--- src/rtl/wb_arbiter2_if.sv ---
// Wishbone bus bundle shared by both arbiter master ports and the downstream slave port.
// dat_w carries master-to-slave write data; dat_r carries slave-to-master read data.
interface wb_arbiter2_if;
    logic        cyc;
    logic        stb;
    logic        we;
    logic [3:0]  sel;
    logic [29:0] adr;
    logic [31:0] dat_w;
    logic [31:0] dat_r;
    logic        ack;

    modport master (
        output cyc, stb, we, sel, adr, dat_w,
        input  dat_r, ack
    );

    modport slave (
        input  cyc, stb, we, sel, adr, dat_w,
        output dat_r, ack
    );
endinterface

--- src/rtl/wb_arbiter2.sv ---
// Two-master round-robin Wishbone arbiter with registered grant and cycle-level lock.
// Define WB_ARB_TIMEOUT_EN to add a watchdog that terminates stalled slave strobes.
module wb_arbiter2 #(
    parameter int TIMEOUT_CYCLES = 256
) (
    input  logic         clk,
    input  logic         reset,
    wb_arbiter2_if.slave  m0,
    wb_arbiter2_if.slave  m1,
    wb_arbiter2_if.master s,
    output logic [1:0]   gnt_o,
    output logic         timeout_o
);

    typedef enum logic [1:0] {
        ST_IDLE = 2'd0,
        ST_GNT0 = 2'd1,
        ST_GNT1 = 2'd2
    } state_t;

    state_t      r_state;
    state_t      w_state_next;
    logic        r_last;
    logic        w_last_next;

    logic [1:0]  w_cyc;
    logic [1:0]  w_stb;
    logic [1:0]  w_gnt;
    logic [1:0]  w_ack;
    logic        w_stb_raw;
    logic        w_expire;
    logic [31:0] w_rdata;

    assign w_cyc = {m1.cyc, m0.cyc};
    assign w_stb = {m1.stb, m0.stb};
    assign w_gnt = {r_state == ST_GNT1, r_state == ST_GNT0};

    always_ff @(posedge clk or posedge reset) begin
        if (reset) begin
            r_state <= ST_IDLE;
            r_last  <= 1'b1;
        end else begin
            r_state <= w_state_next;
            r_last  <= w_last_next;
        end
    end

    // A tie in IDLE goes to the master that was not granted last; a grant is held
    // for as long as its owner keeps cyc high, then one IDLE cycle re-arbitrates.
    always_comb begin
        w_state_next = r_state;
        w_last_next  = r_last;
        case (r_state)
            ST_IDLE: begin
                if (w_cyc[0] && (!w_cyc[1] || r_last)) begin
                    w_state_next = ST_GNT0;
                    w_last_next  = 1'b0;
                end else if (w_cyc[1]) begin
                    w_state_next = ST_GNT1;
                    w_last_next  = 1'b1;
                end
            end
            ST_GNT0: begin
                if (!w_cyc[0]) begin
                    w_state_next = ST_IDLE;
                end
            end
            ST_GNT1: begin
                if (!w_cyc[1]) begin
                    w_state_next = ST_IDLE;
                end
            end
            default: begin
                w_state_next = ST_IDLE;
            end
        endcase
    end

    // Address/data path follows the last-granted master even in IDLE so it never glitches.
    assign s.we    = r_last ? m1.we    : m0.we;
    assign s.sel   = r_last ? m1.sel   : m0.sel;
    assign s.adr   = r_last ? m1.adr   : m0.adr;
    assign s.dat_w = r_last ? m1.dat_w : m0.dat_w;

    assign w_stb_raw = |(w_gnt & w_stb);
    assign s.cyc     = |(w_gnt & w_cyc);
    assign s.stb     = w_stb_raw & ~w_expire;

    genvar gi;
    generate
        for (gi = 0; gi < 2; gi++) begin : g_ack
            assign w_ack[gi] = w_gnt[gi] & w_stb[gi] & (s.ack | w_expire);
        end
    endgenerate

    assign w_rdata  = w_expire ? 32'hFFFF_FFFF : s.dat_r;
    assign m0.ack   = w_ack[0];
    assign m1.ack   = w_ack[1];
    assign m0.dat_r = w_rdata;
    assign m1.dat_r = w_rdata;
    assign gnt_o    = w_gnt;

`ifdef WB_ARB_TIMEOUT_EN
    localparam int CNT_W = $clog2(TIMEOUT_CYCLES + 1);

    logic [CNT_W-1:0] r_count;
    logic             r_timeout;

    // A genuine ack on the expiry cycle takes priority over the forced termination.
    assign w_expire = w_stb_raw && !s.ack && (r_count == CNT_W'(TIMEOUT_CYCLES - 1));

    always_ff @(posedge clk or posedge reset) begin
        if (reset) begin
            r_count   <= '0;
            r_timeout <= 1'b0;
        end else begin
            r_timeout <= w_expire;
            if (!w_stb_raw || s.ack || w_expire) begin
                r_count <= '0;
            end else begin
                r_count <= r_count + 1'b1;
            end
        end
    end

    assign timeout_o = r_timeout;
`else
    logic w_unused_timeout_cfg;

    assign w_unused_timeout_cfg = ^TIMEOUT_CYCLES;
    assign w_expire             = 1'b0;
    assign timeout_o            = 1'b0;
`endif

endmodule

--- src/flat_wrapper.sv ---
// flat-port wrapper written by rule: the top's interface ports become plain ports
module wb_arbiter2_flat 
#(
    parameter int TIMEOUT_CYCLES = 256
)
  (clk, reset, gnt_o, timeout_o, m0_cyc, m0_stb, m0_we, m0_sel, m0_adr, m0_dat_w, m0_dat_r, m0_ack, m1_cyc, m1_stb, m1_we, m1_sel, m1_adr, m1_dat_w, m1_dat_r, m1_ack, s_cyc, s_stb, s_we, s_sel, s_adr, s_dat_w, s_dat_r, s_ack);
  wb_arbiter2_if m0_i ();
  wb_arbiter2_if m1_i ();
  wb_arbiter2_if s_i ();
  input  logic clk;
  input  logic reset;
  output logic [1:0] gnt_o;
  output logic timeout_o;
  input wire logic [$bits(m0_i.cyc)-1:0] m0_cyc;
  input wire logic [$bits(m0_i.stb)-1:0] m0_stb;
  input wire logic [$bits(m0_i.we)-1:0] m0_we;
  input wire logic [$bits(m0_i.sel)-1:0] m0_sel;
  input wire logic [$bits(m0_i.adr)-1:0] m0_adr;
  input wire logic [$bits(m0_i.dat_w)-1:0] m0_dat_w;
  output wire logic [$bits(m0_i.dat_r)-1:0] m0_dat_r;
  output wire logic [$bits(m0_i.ack)-1:0] m0_ack;
  input wire logic [$bits(m1_i.cyc)-1:0] m1_cyc;
  input wire logic [$bits(m1_i.stb)-1:0] m1_stb;
  input wire logic [$bits(m1_i.we)-1:0] m1_we;
  input wire logic [$bits(m1_i.sel)-1:0] m1_sel;
  input wire logic [$bits(m1_i.adr)-1:0] m1_adr;
  input wire logic [$bits(m1_i.dat_w)-1:0] m1_dat_w;
  output wire logic [$bits(m1_i.dat_r)-1:0] m1_dat_r;
  output wire logic [$bits(m1_i.ack)-1:0] m1_ack;
  output wire logic [$bits(s_i.cyc)-1:0] s_cyc;
  output wire logic [$bits(s_i.stb)-1:0] s_stb;
  output wire logic [$bits(s_i.we)-1:0] s_we;
  output wire logic [$bits(s_i.sel)-1:0] s_sel;
  output wire logic [$bits(s_i.adr)-1:0] s_adr;
  output wire logic [$bits(s_i.dat_w)-1:0] s_dat_w;
  input wire logic [$bits(s_i.dat_r)-1:0] s_dat_r;
  input wire logic [$bits(s_i.ack)-1:0] s_ack;
  assign m0_i.cyc = m0_cyc;
  assign m0_i.stb = m0_stb;
  assign m0_i.we = m0_we;
  assign m0_i.sel = m0_sel;
  assign m0_i.adr = m0_adr;
  assign m0_i.dat_w = m0_dat_w;
  assign m0_dat_r = m0_i.dat_r;
  assign m0_ack = m0_i.ack;
  assign m1_i.cyc = m1_cyc;
  assign m1_i.stb = m1_stb;
  assign m1_i.we = m1_we;
  assign m1_i.sel = m1_sel;
  assign m1_i.adr = m1_adr;
  assign m1_i.dat_w = m1_dat_w;
  assign m1_dat_r = m1_i.dat_r;
  assign m1_ack = m1_i.ack;
  assign s_cyc = s_i.cyc;
  assign s_stb = s_i.stb;
  assign s_we = s_i.we;
  assign s_sel = s_i.sel;
  assign s_adr = s_i.adr;
  assign s_dat_w = s_i.dat_w;
  assign s_i.dat_r = s_dat_r;
  assign s_i.ack = s_ack;
  wb_arbiter2 #(.TIMEOUT_CYCLES(TIMEOUT_CYCLES)) u_core (.clk(clk), .reset(reset), .m0(m0_i), .m1(m1_i), .s(s_i), .gnt_o(gnt_o), .timeout_o(timeout_o));
endmodule
--- config.mk ---
export PLATFORM = sky130hd
export DESIGN_NAME = wb_arbiter2_flat
export DESIGN_NICKNAME = d
export VERILOG_FILES = /design/src/rtl/wb_arbiter2_if.sv /design/src/rtl/wb_arbiter2.sv /design/src/flat_wrapper.sv
export SDC_FILE = /design/constraint.sdc
export NUM_CORES = 1
export LEC_CHECK = 0
export CAP_MARGIN = 20
export CORE_AREA = 2 2 121 123
export CTS_CLUSTER_SIZE = 28
export DETAILED_ROUTE_END_ITERATION = 8
export DIE_AREA = 0 0 123 125
export PLACE_DENSITY_LB_ADDON = 0.12
export SLEW_MARGIN = 20
export SYNTH_ARGS = -nofsm -noshare
export SYNTH_HDL_FRONTEND = slang
export SYNTH_SLANG_ARGS = --single-unit
--- constraint.sdc ---
create_clock -name clk -period 2.7 [get_ports clk]
set_clock_uncertainty 0.15 [all_clocks]
set_input_delay 0.81 -clock clk [delete_from_list [all_inputs] [get_ports clk]]
set_output_delay 0.81 -clock clk [all_outputs]
set_load 0.005 [all_outputs]
# --- After elaboration in Yosys (flattened, before gate mapping) ---
# Cells that the tools add are included.
word_totals:
  register_bits: 3
  inputBits: 173
  out_inout_bits: 138
  wordCells: 33
classes:
  eq_ne: 5
  muxes: 11
  n_bitwise: 6
  n_reduce_logical: 9
ops:
  columns: ["cell", "count"]
  rows:
  - ["$mux W32", 1]
  - ["$mux W30", 1]
  - ["$mux W2", 4]
  - ["$pmux W2 S3", 1]
  - ["$and A1 B1 Y1", 4]
  - ["$and A2 B2 Y2", 2]
  - ["$mux W4", 1]
  - ["$ne A2 B2 Y1 const B", 2]
  - ["$reduce_or A2 Y1", 2]
  - ["$mux W1", 3]
  - ["$ne A3 B2 Y1 const B", 1]
  - ["$reduce_and A3 Y1", 1]
  - ["$eq A2 B1 Y1 const B", 1]
  - ["$eq A2 B2 Y1 const B", 1]
  - ["$logic_not A2 Y1", 1]
  - ["$reduce_and A2 Y1", 1]
  - ["$reduce_bool A2 Y1", 1]
  - ["$logic_and A1 B1 Y1", 1]
  - ["$logic_not A1 Y1", 1]
  - ["$logic_or A1 B1 Y1", 1]

# --- Longest topological paths before layout ---
# Gate-level depths: netlist of run 1.
depth:
  word_depth: 5
  depth_mapped: 4
  mapped_depth_nobuf: 2

# --- Worst setup path before layout of run 1 ---
# Ideal clock, no wire load.
synth_timing:
  path_type: "reg2out"
  from: "reg u_core.r_last"
  to: "out s_adr[0]"
  t_arrival_ps: 1108
  required_time_ps: 1740
  setup_slack_ps: 632
  stages_incl_launch_ff: 4
  path_buffers: 2
  cell_sequence: "dfstp_2 -> buf_6 -> buf_6 -> mux2_4"
synth_via:
  elab_chain_cells: 1
synth_lines:
  columns: ["element", "line", "source"]
  rows:
  - ["start, declared", "wb_arbiter2.sv:23", "logic r_last;"]
  - ["start signal, assigned", "wb_arbiter2.sv:44", "r_last <= w_last_next;"]
  - ["$mux W30", "wb_arbiter2.sv:82", "assign s.adr = r_last ? m1.adr : m0.adr;"]
  - ["end, declared", "flat_wrapper.sv:34", "output wire logic [$bits(s_i.adr)-1:0] s_adr;"]
# No other way between the ends.

# --- Worst setup path in the final report of run 1 ---
layout_timing:
  from: "in m0_dat_w[31]"
  to: "out s_dat_w[31]"
layout_via:
  elab_chain_cells: 1
layout_lines:
  columns: ["element", "line", "source"]
  rows:
  - ["start, declared", "flat_wrapper.sv:19", "input wire logic [$bits(m0_i.dat_w)-1:0] m0_dat_w;"]
  - ["$mux W32", "wb_arbiter2.sv:83", "assign s.dat_w = r_last ? m1.dat_w : m0.dat_w;"]
  - ["end, declared", "flat_wrapper.sv:35", "output wire logic [$bits(s_i.dat_w)-1:0] s_dat_w;"]
# No other way between the ends.

==> results of run 1 <==
-- cells by family after synthesis --
family | Yosys count | synth area share (%)
flops | 3 | 4.333
mux | 68 | 57.46
compound gates | 4 | 1.705
other cells | 1 | 0.2129
buf+inv | 74 | 33.03
simple gates | 9 | 3.267
-- state kept, by name, indices dropped and copies added, names as in the netlist --
register        flops
u_core.r_state      2
u_core.r_last       1
-- synthesized netlist by cell type (all sizes together) --
| cell | count | area (µm²) |
|---|---|---|
| a21oi | 1 | 5.000 |
| a22o | 1 | 8.760 |
| and2b | 1 | 7.510 |
| and3 | 2 | 12.51 |
| buf | 73 | 578.1 |
| conb | 1 | 3.750 |
| dfrtp | 2 | 50.05 |
| dfstp | 1 | 26.28 |
| inv | 1 | 3.750 |
| mux2 | 67 | 1002 |
| mux2i | 1 | 10.01 |
| nand2 | 1 | 3.750 |
| nand2b | 1 | 6.260 |
| nand3b | 1 | 7.510 |
| nor2b | 2 | 12.51 |
| nor3b | 1 | 7.510 |
| o21a | 1 | 7.510 |
| o22a | 1 | 8.760 |
-- power groups by stage --
stage | registers (mW) | logic (mW) | clock network (mW)
2_1_floorplan | 0.0733 | 1.13 | 0
3_3_place_gp | 0.105 | 2.00 | 0
3_5_place_dp | 0.106 | 1.99 | 0
4_1_cts | 0.110 | 1.87 | 0.235
5_1_grt | 0.103 | 2.19 | 0.242
6_report | 0.0962 | 2.05 | 0.231
-- layout by cell type (no fill, tap or decap), drive strengths merged, types with 2 or more instances in the layout --
master	count
dfrtp	2
clkdlybuf4s15	56
mux2	67
clkbuf	13
dlygate4sd2	9
and3	2
nor2b	2
buf	15
clkdlybuf4s50	139
-- timing repair --
item	4_1_cts	5_1_grt
gates cloned	1	3
endpoints found under the setup margin	71	38
resized for setup	115	36
buffers inserted	0	5
-- per-layer routing --
metal | GRT usage, % | up-vias | wire [µm] | part of all wire (%)
met5 | 0 | - | 0 | 0
met3 | 3.422 | 12 | 1107 | 14
met4 | 1.939 | 0 | 57 | 0.73
li1 | - | 802 | - | -
met1 | 7.887 | 769 | 2528 | 32
met2 | 16.77 | 125 | 4086 | 53
-- through the flow --
step                cells  TNS (ns)  total power [mW]  area [µm²]
floorplan             159         0             1.205        1762
global placement      490    -13.63             2.109        3640
detailed placement    490    -13.59             2.100        3640
CTS                   495   -0.4096             2.219        3697
global route          503   -0.1470             2.537        3817
finish                503         0             2.379        3817
-- worst reg2reg max path, stage by stage (launching register included) --
cell and delay [ns]:
dfstp_4 0.65, buf_4 0.15, buf_16 0.14, nand3b_1 0.09, o22a_1 0.20
-- area by class of cell --
cell class                 instances  area (µm²)
fill                            1511       10390
timing repair buffer             229        2321
multi-input combinational         82        1104
tap                              184       230.2
sequential                         3       80.08
clock buffer                       4       78.83
inverter                           1       3.754
-- final timing paths --
check,endpoint,cells past startpoint
setup / recovery,s_dat_w[31],3
hold / removal,u_core.r_last,1
setup reg to reg,u_core.r_last,4
hold reg to reg,u_core.r_last,1
max in group asynchronous,u_core.r_last,2
min in group asynchronous,u_core.r_state[0],2
==> impl_metrics.yaml, run 1 <==
run_status:
  status: "complete, no violations"
worst_setup_path:
  cp_max_fo: 1
  crit_type: "in2out"
  worstPathRequired_ns: 1.74
  r2r_slack_ns: 1.25
  max_stage_delay_ns: 0.40
  cp_top_family: "buffers and inverters"
  crit_chain: "clkdlybuf4s50_1 -> mux2_4 -> dlygate4sd2_1"
  crit_arrival_ns: 1.73
  crit_path_start_kind: "primary input"
  worst-path-buf-inv: 2
  critPathLaunch: "m0_dat_w[31]"
  end_kind: "primary output"
  slowest_stage: "clkdlybuf4s50_1"
  r2r_start: "u_core.r_last"
logic_synthesis:
  synth_warnings: 0
  yosysUniqueCellTypes: 20
  syn-cell-area_um2: 1762
  synth-seq-cells: 3
  seq_area_frac_synth_pct: 4.332
  netlist_instances: 159
  synth_fp_nets: 332
  syn_area_per_cell_um2: 11.08
sta:
  max_freq_mhz: 371.6
  slew_viol_final: 0
  fin_ws_ns: 0.008594
  min_period_ns: 2.691
  hold_ws_ns: 0.4554
  rsz0062_at_grt: "yes"
  finalCritPeriodShare_pct: 99.68
  hold_violations: 0
  setup-violations-final: 0
global_route:
  antenna_found_initial: 0
  grt_pass1_wl_um: 9915
  gr-total-overflow: 0
  grt_usage_pct: 8.471
  grt_max_degree: 22
  grt_pass1_vias: 1663
drt:
  num_vias: 1708
  drtAntennaViolNets: 0
  drt_wl_total_um: 7780
  remaining_drc_errors: 0
  first_pass_iters: 2
  vias_per_cell: 3.396
  drtIter0Drc: 13
  wire_per_inst_um: 15.47
placed_design:
  io_buffers: 213
  dp_hpwl_um: 6358
  place.gp.congestion: 0.7192
  pre_cts_ws_ns: -0.2954
cts:
  insertion_delay_ns: 0.22
  clock_sinks: 3
  cts_made_buffers: 3
  cts_buffer_depth: 2
  root_buffer: "clkbuf_16"
  hold_buffers: 0
  clk_pin_slew_ns: 0.03
  htree_levels: 1
  cts_tree: "done"
floorplan:
  die_area_um2: 15380
  num_io_pins: 311
  die_w_um: 123
  start_util_pct: 12.40
  design.core.area_um2: 14200
  rows: 44
  die_y_um: 125
finish:
  nets: 493
  final_util_pct: 26.88
  drive_above_1_share_pct: 29.78
  num_antenna_cells: 0
  synthToLayoutAreaGrowth_pct: 116.7
power:
  vdd_drop_max_v: 0.0001460
  seq_power_share_pct: 4.0
  power.switching_mw: 0.7275
  p_int_mw: 1.652
  p_clk_share_pct: 9.7
  p_leak_nw: 1.715
  power_density_nw_per_um2: 623.3
  power_frac_comb_pct: 86.2
  switching_share_pct: 30.58
run:
  cap_violations: 0
min_path:
  hp-class: "reg2reg"
  hold_path_startpoint: "u_core.r_state[0]"
Power figures use the tool's default switching activity.
==> run 2: changes to the inputs <==
--- a/config.mk
+++ b/config.mk
@@ -11,7 +11,6 @@
 export DETAILED_ROUTE_END_ITERATION = 8
 export DIE_AREA = 0 0 123 125
 export PLACE_DENSITY_LB_ADDON = 0.12
-export SLEW_MARGIN = 20
 export SYNTH_ARGS = -nofsm -noshare
 export SYNTH_HDL_FRONTEND = slang
 export SYNTH_SLANG_ARGS = --single-unit
==> results of run 2 <==
No change in the layout: final DEF, timing and power equal those of run 1.
==> patch, RTL diff (flow settings as in run 2) <==
Build with the macro `WB_ARB_TIMEOUT_EN` defined.
--- a/src/rtl/wb_arbiter2.sv
+++ b/src/rtl/wb_arbiter2.sv
@@ -1,4 +1,6 @@
 // Two-master round-robin Wishbone arbiter with registered grant and cycle-level lock.
 // Define WB_ARB_TIMEOUT_EN to add a watchdog that terminates stalled slave strobes.
+`define WB_ARB_TIMEOUT_EN
+
 module wb_arbiter2 #(
     parameter int TIMEOUT_CYCLES = 256
Behaviour: no difference found for any inputs over 10 cycles, from zero or initial values and one cycle with reset high; that may be too few to reach the edited logic, so the function may still have changed.
==> patch against run 2 <==
The flow now finishes with violations (negative setup slack). Highest routed layer unchanged. Maximum frequency down 7.2%. Setup slack got worse by 0.21 ns. Final area is 37% higher. Area after synthesis is 9.1% higher. Sequential cell count rose by 10. Wire length increased by 57%. Total power is 6.9% higher. Largest cell class unchanged. Critical path type is now flop to output pin.
==> patch: results (changes against run 2) <==
Clock tree
  • Worst-Skew Late Latency: 0.24 ns (was 0.22 ns)
  • Setup Fix Bufs, Post-CTS: 9 (was 0)
  • Post-CTS sizing: 412 (was 115)

Logic synthesis
  • Sequential share of the synthesized area: 17.0% (was 4.33%)
  • Syn_nets: 383 (was 332)
  • Top cells by count, synth: mux2_2, buf_4, or2_1, dfrtp_1, buf_2 (was mux2_4, buf_4, buf_6)
  • Cell count after synthesis: 208 (was 159)
  • Area contributors post-synth: mux2_2, dfrtp_1, buf_4, or2_1, buf_2 (was mux2_4, buf_4, buf_6, dfrtp_1, dfstp_2)
  • Synth Area in XOR/XNOR: 1.37% (was 0%)

Detailed routing
  • Iter 0 DRT Violations: 42 (was 13)
  • DR WL met2: 6.67 mm (was 4.09 mm)
  • Average routed wire per standard cell: 17.3 um (was 15.5 um)
  • First-pass detailed-route iteration total: 4 (was 2)
  • Met1 WL: 4.22 mm (was 2.53 mm)

Global routing
  • Met1 Usage GRT: 14.3% (was 7.89%)
  • Largest net degree at the start of global routing: 16 (was 22)
  • M2 GR Usage: 28.3% (was 16.8%)
  • First-pass GRT wire length: 16.6 mm (was 9.92 mm)
  • Tot GR Track Use: 14.3% (was 8.47%)

Worst hold path
  • WHS Path Cells: 2 (was 1)
  • Min-delay src: u_core.r_count[0] (was u_core.r_state[0])
  • Hold Crit Endpoint: u_core.r_count[0] (was u_core.r_last)

Setup path
  • Reg2reg path depth: 7 (was 4)
  • Maximum fanout along the worst path: 5 (was 1)
  • Crit-path slowest cell: dfrtp_1 (was clkdlybuf4s50_1)
  • Reg2Reg Setup Slack: 0.88 ns (was 1.25 ns)
  • FF-to-FF End: u_core.r_count[5] (was u_core.r_last)

Layout
  • Biggest regs: u_core.r_count: 9 flops, u_core.r_state: 2 flops (was u_core.r_state: 2 flops, u_core.r_last: 1 flops)
  • Cell Count, Final, Fillers Out: 705 (was 503)
  • Net count, final: 697 (was 493)

Place
  • Dpl cells: 681 (was 490)
  • Placer Congestion: 0.784 (was 0.719)
  • Hpwl dp: 10.2 mm (was 6.36 mm)

Pwr
  • Leak: 2.38 nW (was 1.72 nW)
  • Peak VDD IR: 0.198 mV (was 0.146 mV)

Outcome
  • Failing checks: negative setup slack
  • Status: finished with violations (was completed)

STA
  • Finish-stage setup viols: 65 (was 0)
  • Setup ws final: -0.199 ns (was 0.00859 ns)
  • Setup TNS Final: -8.67 ns (was 0 ns)
patch: cell count changes after synthesis, sizes merged, moves of 3 or more:
cell | before | now
buf | 73 | 43
o21ai | 0 | 4
nand2 | 1 | 5
nand3 | 0 | 3
inv | 1 | 4
or2 | 0 | 32
a21oi | 1 | 6
or3 | 0 | 3
nor2 | 0 | 11
dfrtp | 2 | 12
patch: through the flow:
step           hold slack [ns]  power, mW  area [um2]
2_1_floorplan            0.281       1.02        1920
3_3_place_gp             0.361       2.20        5160
3_5_place_dp             0.370       2.20        5160
4_1_cts                  0.380       2.53        5160
5_1_grt                  0.413       2.71        5240
6_report                 0.379       2.54        5240
patch: how the worst max path moves through the flow:
stage                           start            to  slack [ns]  cells after the start
floorplan           u_core.r_count[0]  m1_dat_r[23]        0.11                      9
detailed placement             m0_stb   m1_dat_r[6]       -0.79                      6
finish              u_core.r_count[0]   m0_dat_r[4]       -0.20                     11
global route        u_core.r_count[0]   m0_dat_r[4]       -0.30                     11
global placement               m1_stb  m0_dat_r[23]       -0.73                      6
CTS                 u_core.r_count[1]   m0_dat_r[4]       -0.24                     11
patch: kinds of logic (layout without fill, tap and decap cells):
family | count (synthesis) | count (layout)
xor+xnor | 3 | 3
simple gates | 62 | 62
buf+inv | 48 | 361
compound gates | 13 | 13
flops | 13 | 13
mux | 67 | 67
fa+ha+maj | 2 | 2
patch: final cells by class:
type                       count  area [um2]
clock buffer                   4        78.8
fill                        1446        8960
inverter                       4        15.0
multi-input combinational    147        1330
sequential                    13         327
tap                          184         230
timing repair buffer         353        3260
patch: power by group:
group	internal (mW)	switching [mW]
Sequential	0.216	0.0192
Combinational	1.34	0.694
Clock	0.199	0.0781
Total	1.75	0.791
